$ cat config.mk
export PLATFORM = sky130hd
export DESIGN_NAME = argmax_output_tracker
export DESIGN_NICKNAME = d
export VERILOG_FILES = /design/src/rtl/dnn_pkg.sv /design/src/rtl/max_finder_lanes.sv /design/src/rtl/argmax_output_tracker.sv
export SDC_FILE = /design/constraint.sdc
export NUM_CORES = 1
export LEC_CHECK = 0
export ABC_AREA = 1
export ABC_CLOCK_PERIOD_IN_PS = 3500
export CAP_MARGIN = 20
export CORE_ASPECT_RATIO = 0.7
export CORE_MARGIN = 2
export CORE_UTILIZATION = 53
export DETAILED_ROUTE_END_ITERATION = 12
export PLACE_DENSITY = 0.8
export SLEW_MARGIN = 25
export SYNTH_ARGS = -nofsm -noshare
export SYNTH_HDL_FRONTEND = slang
export SYNTH_SLANG_ARGS = --single-unit
$ cat constraint.sdc
create_clock -name i_clk -period 3.5 [get_ports i_clk]
set_input_delay 0.525 -clock i_clk [delete_from_list [all_inputs] [get_ports i_clk]]
set_output_delay 0.525 -clock i_clk [all_outputs]
set_load 0.01 [all_outputs]
$ cat src/rtl/dnn_pkg.sv
// Shared types and helpers for the DNN output-stage blocks.
package dnn_pkg;

  typedef enum logic {IDLE = 1'b0, ACCUM = 1'b1} acc_state_e;

  function automatic int unsigned clog2_min1(input int unsigned x);
    return (x <= 32'd2) ? 32'd1 : 32'($clog2(x));
  endfunction

  // Most negative two's-complement value of width w, right-aligned in 64 bits.
  function automatic logic [63:0] most_neg(input int unsigned w);
    return 64'd1 << (w - 32'd1);
  endfunction

endpackage

$ cat src/rtl/max_finder_lanes.sv
// Combinational max over N signed lanes as a balanced tree; ties go to the lower lane.
module max_finder_lanes
  import dnn_pkg::*;
#(
  parameter  int unsigned width = 10,
  parameter  int unsigned N     = 1,
  localparam int unsigned LW    = clog2_min1(N)
) (
  input  logic [width*N-1:0]      i_act,
  output logic signed [width-1:0] o_max_c,
  output logic [LW-1:0]           o_idx_c
);

  generate
    if (N == 1) begin : g_leaf
      assign o_max_c = $signed(i_act);
      assign o_idx_c = '0;
    end else begin : g_node
      localparam int unsigned H  = N / 2;
      localparam int unsigned SW = clog2_min1(H);

      logic signed [width-1:0] w_lo_max;
      logic signed [width-1:0] w_hi_max;
      logic [SW-1:0]           w_lo_idx;
      logic [SW-1:0]           w_hi_idx;
      logic                    w_take_hi;

      max_finder_lanes #(.width(width), .N(H)) u_lo (
        .i_act   (i_act[width*H-1:0]),
        .o_max_c (w_lo_max),
        .o_idx_c (w_lo_idx)
      );

      max_finder_lanes #(.width(width), .N(H)) u_hi (
        .i_act   (i_act[width*N-1:width*H]),
        .o_max_c (w_hi_max),
        .o_idx_c (w_hi_idx)
      );

      // Upper half must be strictly greater to win, keeping the lower lane on ties.
      assign w_take_hi = w_hi_max > w_lo_max;
      assign o_max_c   = w_take_hi ? w_hi_max : w_lo_max;
      assign o_idx_c   = w_take_hi ? LW'(H) + LW'(w_hi_idx) : LW'(w_lo_idx);
    end
  endgenerate

endmodule

$ cat src/rtl/argmax_output_tracker.sv
// Output-layer argmax tracker: running max over n_out activations streamed N per beat,
// one-hot class, correctness flag and saturating tally. ARGMAX_TOP2_EN adds runner-up tracking.
module argmax_output_tracker
  import dnn_pkg::*;
#(
  parameter  int unsigned width = 10,
  parameter  int unsigned N     = 1,
  parameter  int unsigned n_out = 4,
  parameter  int unsigned cnt_w = 16,
  localparam int unsigned IDX_W = clog2_min1(n_out)
) (
  input  logic               i_clk,
  input  logic               i_reset,
  input  logic               i_start,
  input  logic               i_act_valid,
  input  logic [width*N-1:0] i_act_in,
  input  logic [N-1:0]       i_y_in,
  output logic               o_busy,
  output logic               o_done,
  output logic [n_out-1:0]   o_a_out_alln,
  output logic [IDX_W-1:0]   o_max_idx,
  output logic [IDX_W-1:0]   o_y_idx,
  output logic               o_correct,
  output logic [cnt_w-1:0]   o_correct_count
`ifdef ARGMAX_TOP2_EN
  ,
  output logic [IDX_W-1:0]   o_second_idx,
  output logic               o_top2_correct,
  output logic [cnt_w-1:0]   o_top2_count
`endif
);

  localparam int unsigned BEATS  = n_out / N;
  localparam int unsigned BEAT_W = clog2_min1(BEATS);
  localparam int unsigned LANE_W = clog2_min1(N);
  localparam logic signed [width-1:0] MOST_NEG = width'(most_neg(width));

  acc_state_e              r_state;
  logic [BEAT_W-1:0]       r_beat;
  logic signed [width-1:0] r_max;
  logic [IDX_W-1:0]        r_max_idx;
  logic [IDX_W-1:0]        r_y_run;

  logic                    w_accept;
  logic                    w_last;
  logic [BEAT_W-1:0]       w_beat;
  logic signed [width-1:0] w_base_max;
  logic signed [width-1:0] w_lane_max;
  logic signed [width-1:0] w_new_max;
  logic [LANE_W-1:0]       w_lane_idx;
  logic [IDX_W-1:0]        w_base_idx;
  logic [IDX_W-1:0]        w_base_y;
  logic [IDX_W-1:0]        w_beat_off;
  logic [IDX_W-1:0]        w_new_idx;
  logic [IDX_W-1:0]        w_new_y;
  logic                    w_new_correct;

  max_finder_lanes #(.width(width), .N(N)) u_lanes (
    .i_act   (i_act_in),
    .o_max_c (w_lane_max),
    .o_idx_c (w_lane_idx)
  );

  // A start restarts from beat 0 with a cleared running state, even mid-sample.
  assign w_accept   = i_act_valid && (i_start || (r_state == ACCUM));
  assign w_beat     = i_start ? '0 : r_beat;
  assign w_last     = (w_beat == BEAT_W'(BEATS - 1));
  assign w_base_max = i_start ? MOST_NEG : r_max;
  assign w_base_idx = i_start ? '0 : r_max_idx;
  assign w_base_y   = i_start ? '0 : r_y_run;
  assign w_beat_off = IDX_W'(w_beat) * IDX_W'(N);

  assign w_new_max     = (w_lane_max > w_base_max) ? w_lane_max : w_base_max;
  assign w_new_idx     = (w_lane_max > w_base_max) ? w_beat_off + IDX_W'(w_lane_idx) : w_base_idx;
  assign w_new_correct = (w_new_idx == w_new_y);

  // Lowest set ideal bit of this beat, if any.
  always_comb begin
    w_new_y = w_base_y;
    for (int k = int'(N) - 1; k >= 0; k--) begin
      if (i_y_in[k]) w_new_y = w_beat_off + IDX_W'(k);
    end
  end

  always_ff @(posedge i_clk) begin
    if (i_reset) begin
      r_state         <= IDLE;
      r_beat          <= '0;
      r_max           <= MOST_NEG;
      r_max_idx       <= '0;
      r_y_run         <= '0;
      o_busy          <= 1'b0;
      o_done          <= 1'b0;
      o_a_out_alln    <= '0;
      o_max_idx       <= '0;
      o_y_idx         <= '0;
      o_correct       <= 1'b0;
      o_correct_count <= '0;
    end else begin
      o_done <= 1'b0;
      if (w_accept) begin
        r_max     <= w_new_max;
        r_max_idx <= w_new_idx;
        r_y_run   <= w_new_y;
        if (w_last) begin
          r_state      <= IDLE;
          o_busy       <= 1'b0;
          r_beat       <= '0;
          o_done       <= 1'b1;
          o_a_out_alln <= n_out'(1) << w_new_idx;
          o_max_idx    <= w_new_idx;
          o_y_idx      <= w_new_y;
          o_correct    <= w_new_correct;
          if (w_new_correct && (o_correct_count != '1))
            o_correct_count <= o_correct_count + cnt_w'(1);
        end else begin
          r_state <= ACCUM;
          o_busy  <= 1'b1;
          r_beat  <= w_beat + BEAT_W'(1);
        end
      end else if (i_start) begin
        r_state   <= ACCUM;
        o_busy    <= 1'b1;
        r_beat    <= '0;
        r_max     <= MOST_NEG;
        r_max_idx <= '0;
        r_y_run   <= '0;
      end
    end
  end

`ifdef ARGMAX_TOP2_EN
  logic signed [width-1:0] r_sec_max;
  logic [IDX_W-1:0]        r_sec_idx;
  logic                    r_f1;
  logic                    r_f2;

  logic signed [width-1:0] w_m1;
  logic signed [width-1:0] w_m2;
  logic signed [width-1:0] w_v;
  logic [IDX_W-1:0]        w_i1;
  logic [IDX_W-1:0]        w_i2;
  logic                    w_f1;
  logic                    w_f2;
  logic                    w_top2;

  // Insert each lane in index order into the (first, second) pair; flags mark filled slots.
  always_comb begin
    w_m1 = w_base_max;
    w_i1 = w_base_idx;
    w_f1 = !i_start && r_f1;
    w_m2 = i_start ? MOST_NEG : r_sec_max;
    w_i2 = i_start ? '0 : r_sec_idx;
    w_f2 = !i_start && r_f2;
    w_v  = '0;
    for (int k = 0; k < int'(N); k++) begin
      w_v = $signed(i_act_in[width*k +: width]);
      if (!w_f1 || (w_v > w_m1)) begin
        if (w_f1) begin
          w_m2 = w_m1;
          w_i2 = w_i1;
          w_f2 = 1'b1;
        end
        w_m1 = w_v;
        w_i1 = w_beat_off + IDX_W'(k);
        w_f1 = 1'b1;
      end else if (!w_f2 || (w_v > w_m2)) begin
        w_m2 = w_v;
        w_i2 = w_beat_off + IDX_W'(k);
        w_f2 = 1'b1;
      end
    end
  end

  assign w_top2 = w_new_correct || (w_i2 == w_new_y);

  always_ff @(posedge i_clk) begin
    if (i_reset) begin
      r_sec_max      <= MOST_NEG;
      r_sec_idx      <= '0;
      r_f1           <= 1'b0;
      r_f2           <= 1'b0;
      o_second_idx   <= '0;
      o_top2_correct <= 1'b0;
      o_top2_count   <= '0;
    end else if (w_accept) begin
      r_sec_max <= w_m2;
      r_sec_idx <= w_i2;
      r_f1      <= w_f1;
      r_f2      <= w_f2;
      if (w_last) begin
        o_second_idx   <= w_i2;
        o_top2_correct <= w_top2;
        if (w_top2 && (o_top2_count != '1))
          o_top2_count <= o_top2_count + cnt_w'(1);
      end
    end else if (i_start) begin
      r_sec_max <= MOST_NEG;
      r_sec_idx <= '0;
      r_f1      <= 1'b0;
      r_f2      <= 1'b0;
    end
  end
`endif

endmodule

==> out/qor.txt <==
Cell area after synthesis -> 2420 um2
PD cells -> 367 nW/um2
R2R cell count -> 14
Critical-path maximum fanout -> 19
Number of synthesized flops with an enable pin -> 0
Critical path type -> in2reg
Total overflow reported by the global router -> 0
Quantity of gates resized following cts -> 0
Tightest Pin Transition -> 0.473 ns
Setup repair after global routing missed its margin -> no
Area of the core -> 4380 um2
Leakage power -> 1.21 nW
Share of total power in the clock network -> 36.9%
Later-pin clock latency in the skew report -> 0.30 ns
Area share of xor/xnor cells in the synthesized design -> 4.70%
Kind of end point of the critical path -> flip-flop
Number of antenna violations at the first check in global routing -> 0
Outcome -> finished, final reports clean
Largest buffer count on any clock path -> 2
Sink count of the clock tree -> 43
Synthesis warning total -> 0
Fraction of power spent switching nets -> 26.8%
Switching power total -> 0.292 mW
Sequential cell fraction of total power -> 46.8%
Post-placement cell count -> 414
Area share of the leading cell type in the synthesized netlist -> 35.5%
Worst hold path class -> reg2reg
Post-detailed-route DRC marker count -> 0
Maximum vdd ir drop -> 0.000229 V
Leading cell types by count after synthesis -> 76 x sky130_fd_sc_hd__nand2_1, 43 x sky130_fd_sc_hd__dfxtp_1, 34 x sky130_fd_sc_hd__a21oi_1
Synth area leader -> sky130_fd_sc_hd__dfxtp_1
Combinational Power Share -> 16.3%
Final setup violating endpoints -> 0
Peak clock frequency supported by timing -> 330 MHz
Leading cell types by total area after synthesis -> sky130_fd_sc_hd__dfxtp_1 36%, sky130_fd_sc_hd__nand2_1 12%, sky130_fd_sc_hd__a21oi_1 7.0%
Number of nets with antenna violations after detailed routing -> 0
Filler-free cell count of the finished design -> 422
Multi-input combinational cell area -> 1360 um2
Number of instances in the synthesized netlist -> 327
Weighted congestion at the end of routability-driven global placement -> 0.923
Register Area -> 861 um2
Number of max-slew violations in the final report -> 0
Clock edge transition at the registers on the reported setup and hold paths -> 0.08 ns
Initial Utilization -> 55.3%
Detailed placement HPWL -> 4020 um
Global-route wire length before repair -> 9590 um
Total of fill cells in the finished design -> 355
Fraction of layout cells with a size suffix above 1 -> 10.9%
Remaining max-slew budget at the tightest pin -> 68.5%
Number of setup buffers added after CTS -> 0
Maximum number of pins on one net before global-route repair -> 27
Average detailed-routed wire length per instance -> 13.1 um
Worst-case clock skew -> 0.00536 ns
Max cap viols -> 0
Share of synthesized area occupied by flip-flops and latches -> 35.5%
Detailed Route Iter0 Violations -> 194
# H-tree levels -> 2
Total of hold buffers inserted after clock tree synthesis -> 0
Routed wire length -> 5510 um
Multiplexer share of the synthesized area -> 0%
Post-synthesis sequential element count -> 43
Synth-to-layout area growth -> 22.6%
Horizontal extent of the die -> 84.8 um
Post-synthesis adder-cell area fraction -> 6.20%
Launching element type of the critical path -> input port
Total nets after synthesis -> 354
Number of CTS-inserted buffers -> 5
Top-level port count -> 42
Post-layout nets -> 393
PortBufs -> 41
Number of standard-cell rows in the floorplan -> 20
Drt first pass iters -> 4
Final critical-path share of the clock period -> 86.7%
Synth Area in Compound Gates -> 12.8%
Number of global-route vias before repair -> 2,055
Largest family of logic cells by synthesized area -> simple AND/OR/NAND/NOR gates
Most repeated cell in the gate-level netlist after synthesis -> sky130_fd_sc_hd__nand2_1
Post-synthesis area per instance -> 7.41 um2
TritonCTS clock tree -> yes
Tot GR Track Use -> 23.7%
Full die area -> 5140 um2
Post-synthesis simple-gate area fraction -> 32.4%
Final antenna diode count -> 0
Routed vias -> 2,249
Min cycle time layout -> 3.03 ns
Critical path data required time -> 3.68 ns
Die Height -> 60.6 um
CTS root buffer -> sky130_fd_sc_hd__clkbuf_8
Sum Neg Setup Slack -> 0 ns
Post-synth top flop -> sky130_fd_sc_hd__dfxtp_1
Drt via density -> 5.33
Worst path arrival time -> 3.21 ns
Share of flip-flops with an asynchronous set or reset -> 0%
Distinct cell type count after synthesis -> 34
Endpoints failing hold -> 0
Internal power -> 0.797 mW
Worst Hold Depth -> 2
-- per-stage QoR --
stage	utilization (%)	hold WS (ns)	setup WS, ns	power, mW	instance area (um2)
detailed placement	65.1	0.459	0.167	0.696	2850
finish	67.8	0.473	0.466	1.09	2970
global route	67.8	0.487	0.185	1.15	2970
CTS	67.8	0.472	0.482	1.09	2970
global placement	65.1	0.453	0.272	0.693	2850
floorplan	-	0.450	0.877	0.655	2420
-- routing by layer --
layer  GRT usage, %  vias to the layer above  share of wire [%]
met5              0                        -                  0
met4           6.80                        0                1.1
met3           7.21                        6                5.2
met2           35.4                       64                 41
met1           33.5                     1009                 52
li1               -                     1170                  -
-- state kept, by name, summed over array words and instances, names as in the netlist --
| register | cells |
|---|---|
| o_correct | 1 |
| r_max | 10 |
| o_y_idx | 2 |
| o_a_out_alln | 4 |
| r_beat | 2 |
| o_correct_count | 16 |
| o_done | 1 |
| r_state | 1 |
| o_max_idx | 2 |
| r_max_idx | 2 |
| r_y_run | 2 |
-- final cells by class --
cell class	instances	area share, %
tap	55	2.32
multi-input combinational	236	45.8
inverter	38	4.89
clock inverter	2	1.18
timing repair buffer	42	14.1
sequential	43	29.0
clock buffer	6	2.78
-- critical path, stage by stage --
cell and delay (ns):
sky130_fd_sc_hd__clkdlybuf4s50_1 0.50, sky130_fd_sc_hd__inv_2 0.25, sky130_fd_sc_hd__nand2_1 0.12, sky130_fd_sc_hd__ha_1 0.31, sky130_fd_sc_hd__nand2_1 0.07, sky130_fd_sc_hd__nor2_1 0.18, sky130_fd_sc_hd__nand4_1 0.24, sky130_fd_sc_hd__nand3_2 0.20
sky130_fd_sc_hd__nand2_2 0.09, sky130_fd_sc_hd__nand2_2 0.11, sky130_fd_sc_hd__nand2_4 0.07, sky130_fd_sc_hd__nand2_8 0.14, sky130_fd_sc_hd__nand3_4 0.20, sky130_fd_sc_hd__nand2_1 0.12, sky130_fd_sc_hd__a21oi_1 0.07
-- power groups by stage --
stage	sequential [mW]	clock, mW	combinational (mW)
2_1_floorplan	0.521	0	0.134
3_3_place_gp	0.521	0	0.172
3_5_place_dp	0.521	0	0.175
4_1_cts	0.510	0.407	0.177
5_1_grt	0.511	0.435	0.204
6_report	0.510	0.402	0.178
-- logic make-up (layout without fill, tap and decap cells) --
group / count (synthesis) / count (layout)
AO/OA/AOI/OAI: 57 / 57
XOR/XNOR: 13 / 13
adder cells (fa/ha/maj): 12 / 12
buffers and inverters: 48 / 88
flip-flops: 43 / 43
AND/OR/NAND/NOR: 154 / 154
-- cell usage in the layout (no fill, tap or decap), types with 2 or more instances in the layout --
cell type	count
sky130_fd_sc_hd__o21ai_0	13
sky130_fd_sc_hd__o211ai_1	2
sky130_fd_sc_hd__nor3_1	4
sky130_fd_sc_hd__dfxtp_1	43
sky130_fd_sc_hd__xor2_1	10
sky130_fd_sc_hd__inv_1	29
sky130_fd_sc_hd__nand3_1	11
sky130_fd_sc_hd__nand2_1	76
sky130_fd_sc_hd__clkdlybuf4s50_1	41
sky130_fd_sc_hd__nand3_2	4
sky130_fd_sc_hd__a21oi_2	2
sky130_fd_sc_hd__xnor2_1	3
sky130_fd_sc_hd__a211oi_1	3
sky130_fd_sc_hd__clkbuf_8	6
sky130_fd_sc_hd__o21ai_1	2
sky130_fd_sc_hd__nor2_2	2
sky130_fd_sc_hd__nand3_4	2
sky130_fd_sc_hd__nor2_1	19
sky130_fd_sc_hd__inv_2	7
sky130_fd_sc_hd__a21oi_1	34
sky130_fd_sc_hd__nand4_1	22
sky130_fd_sc_hd__nand2_4	2
sky130_fd_sc_hd__nand2_2	7
sky130_fd_sc_hd__ha_1	12
-- worst paths after layout --
check,start,end,slack [ns]
setup reg to reg,r_max[9],o_correct_count[2],1.15
setup / recovery,i_start,o_correct_count[2],0.47
hold reg to reg,o_a_out_alln[2],o_a_out_alln[2],0.47
hold / removal,o_a_out_alln[2],o_a_out_alln[2],0.47
Power figures use the tool's default switching activity.
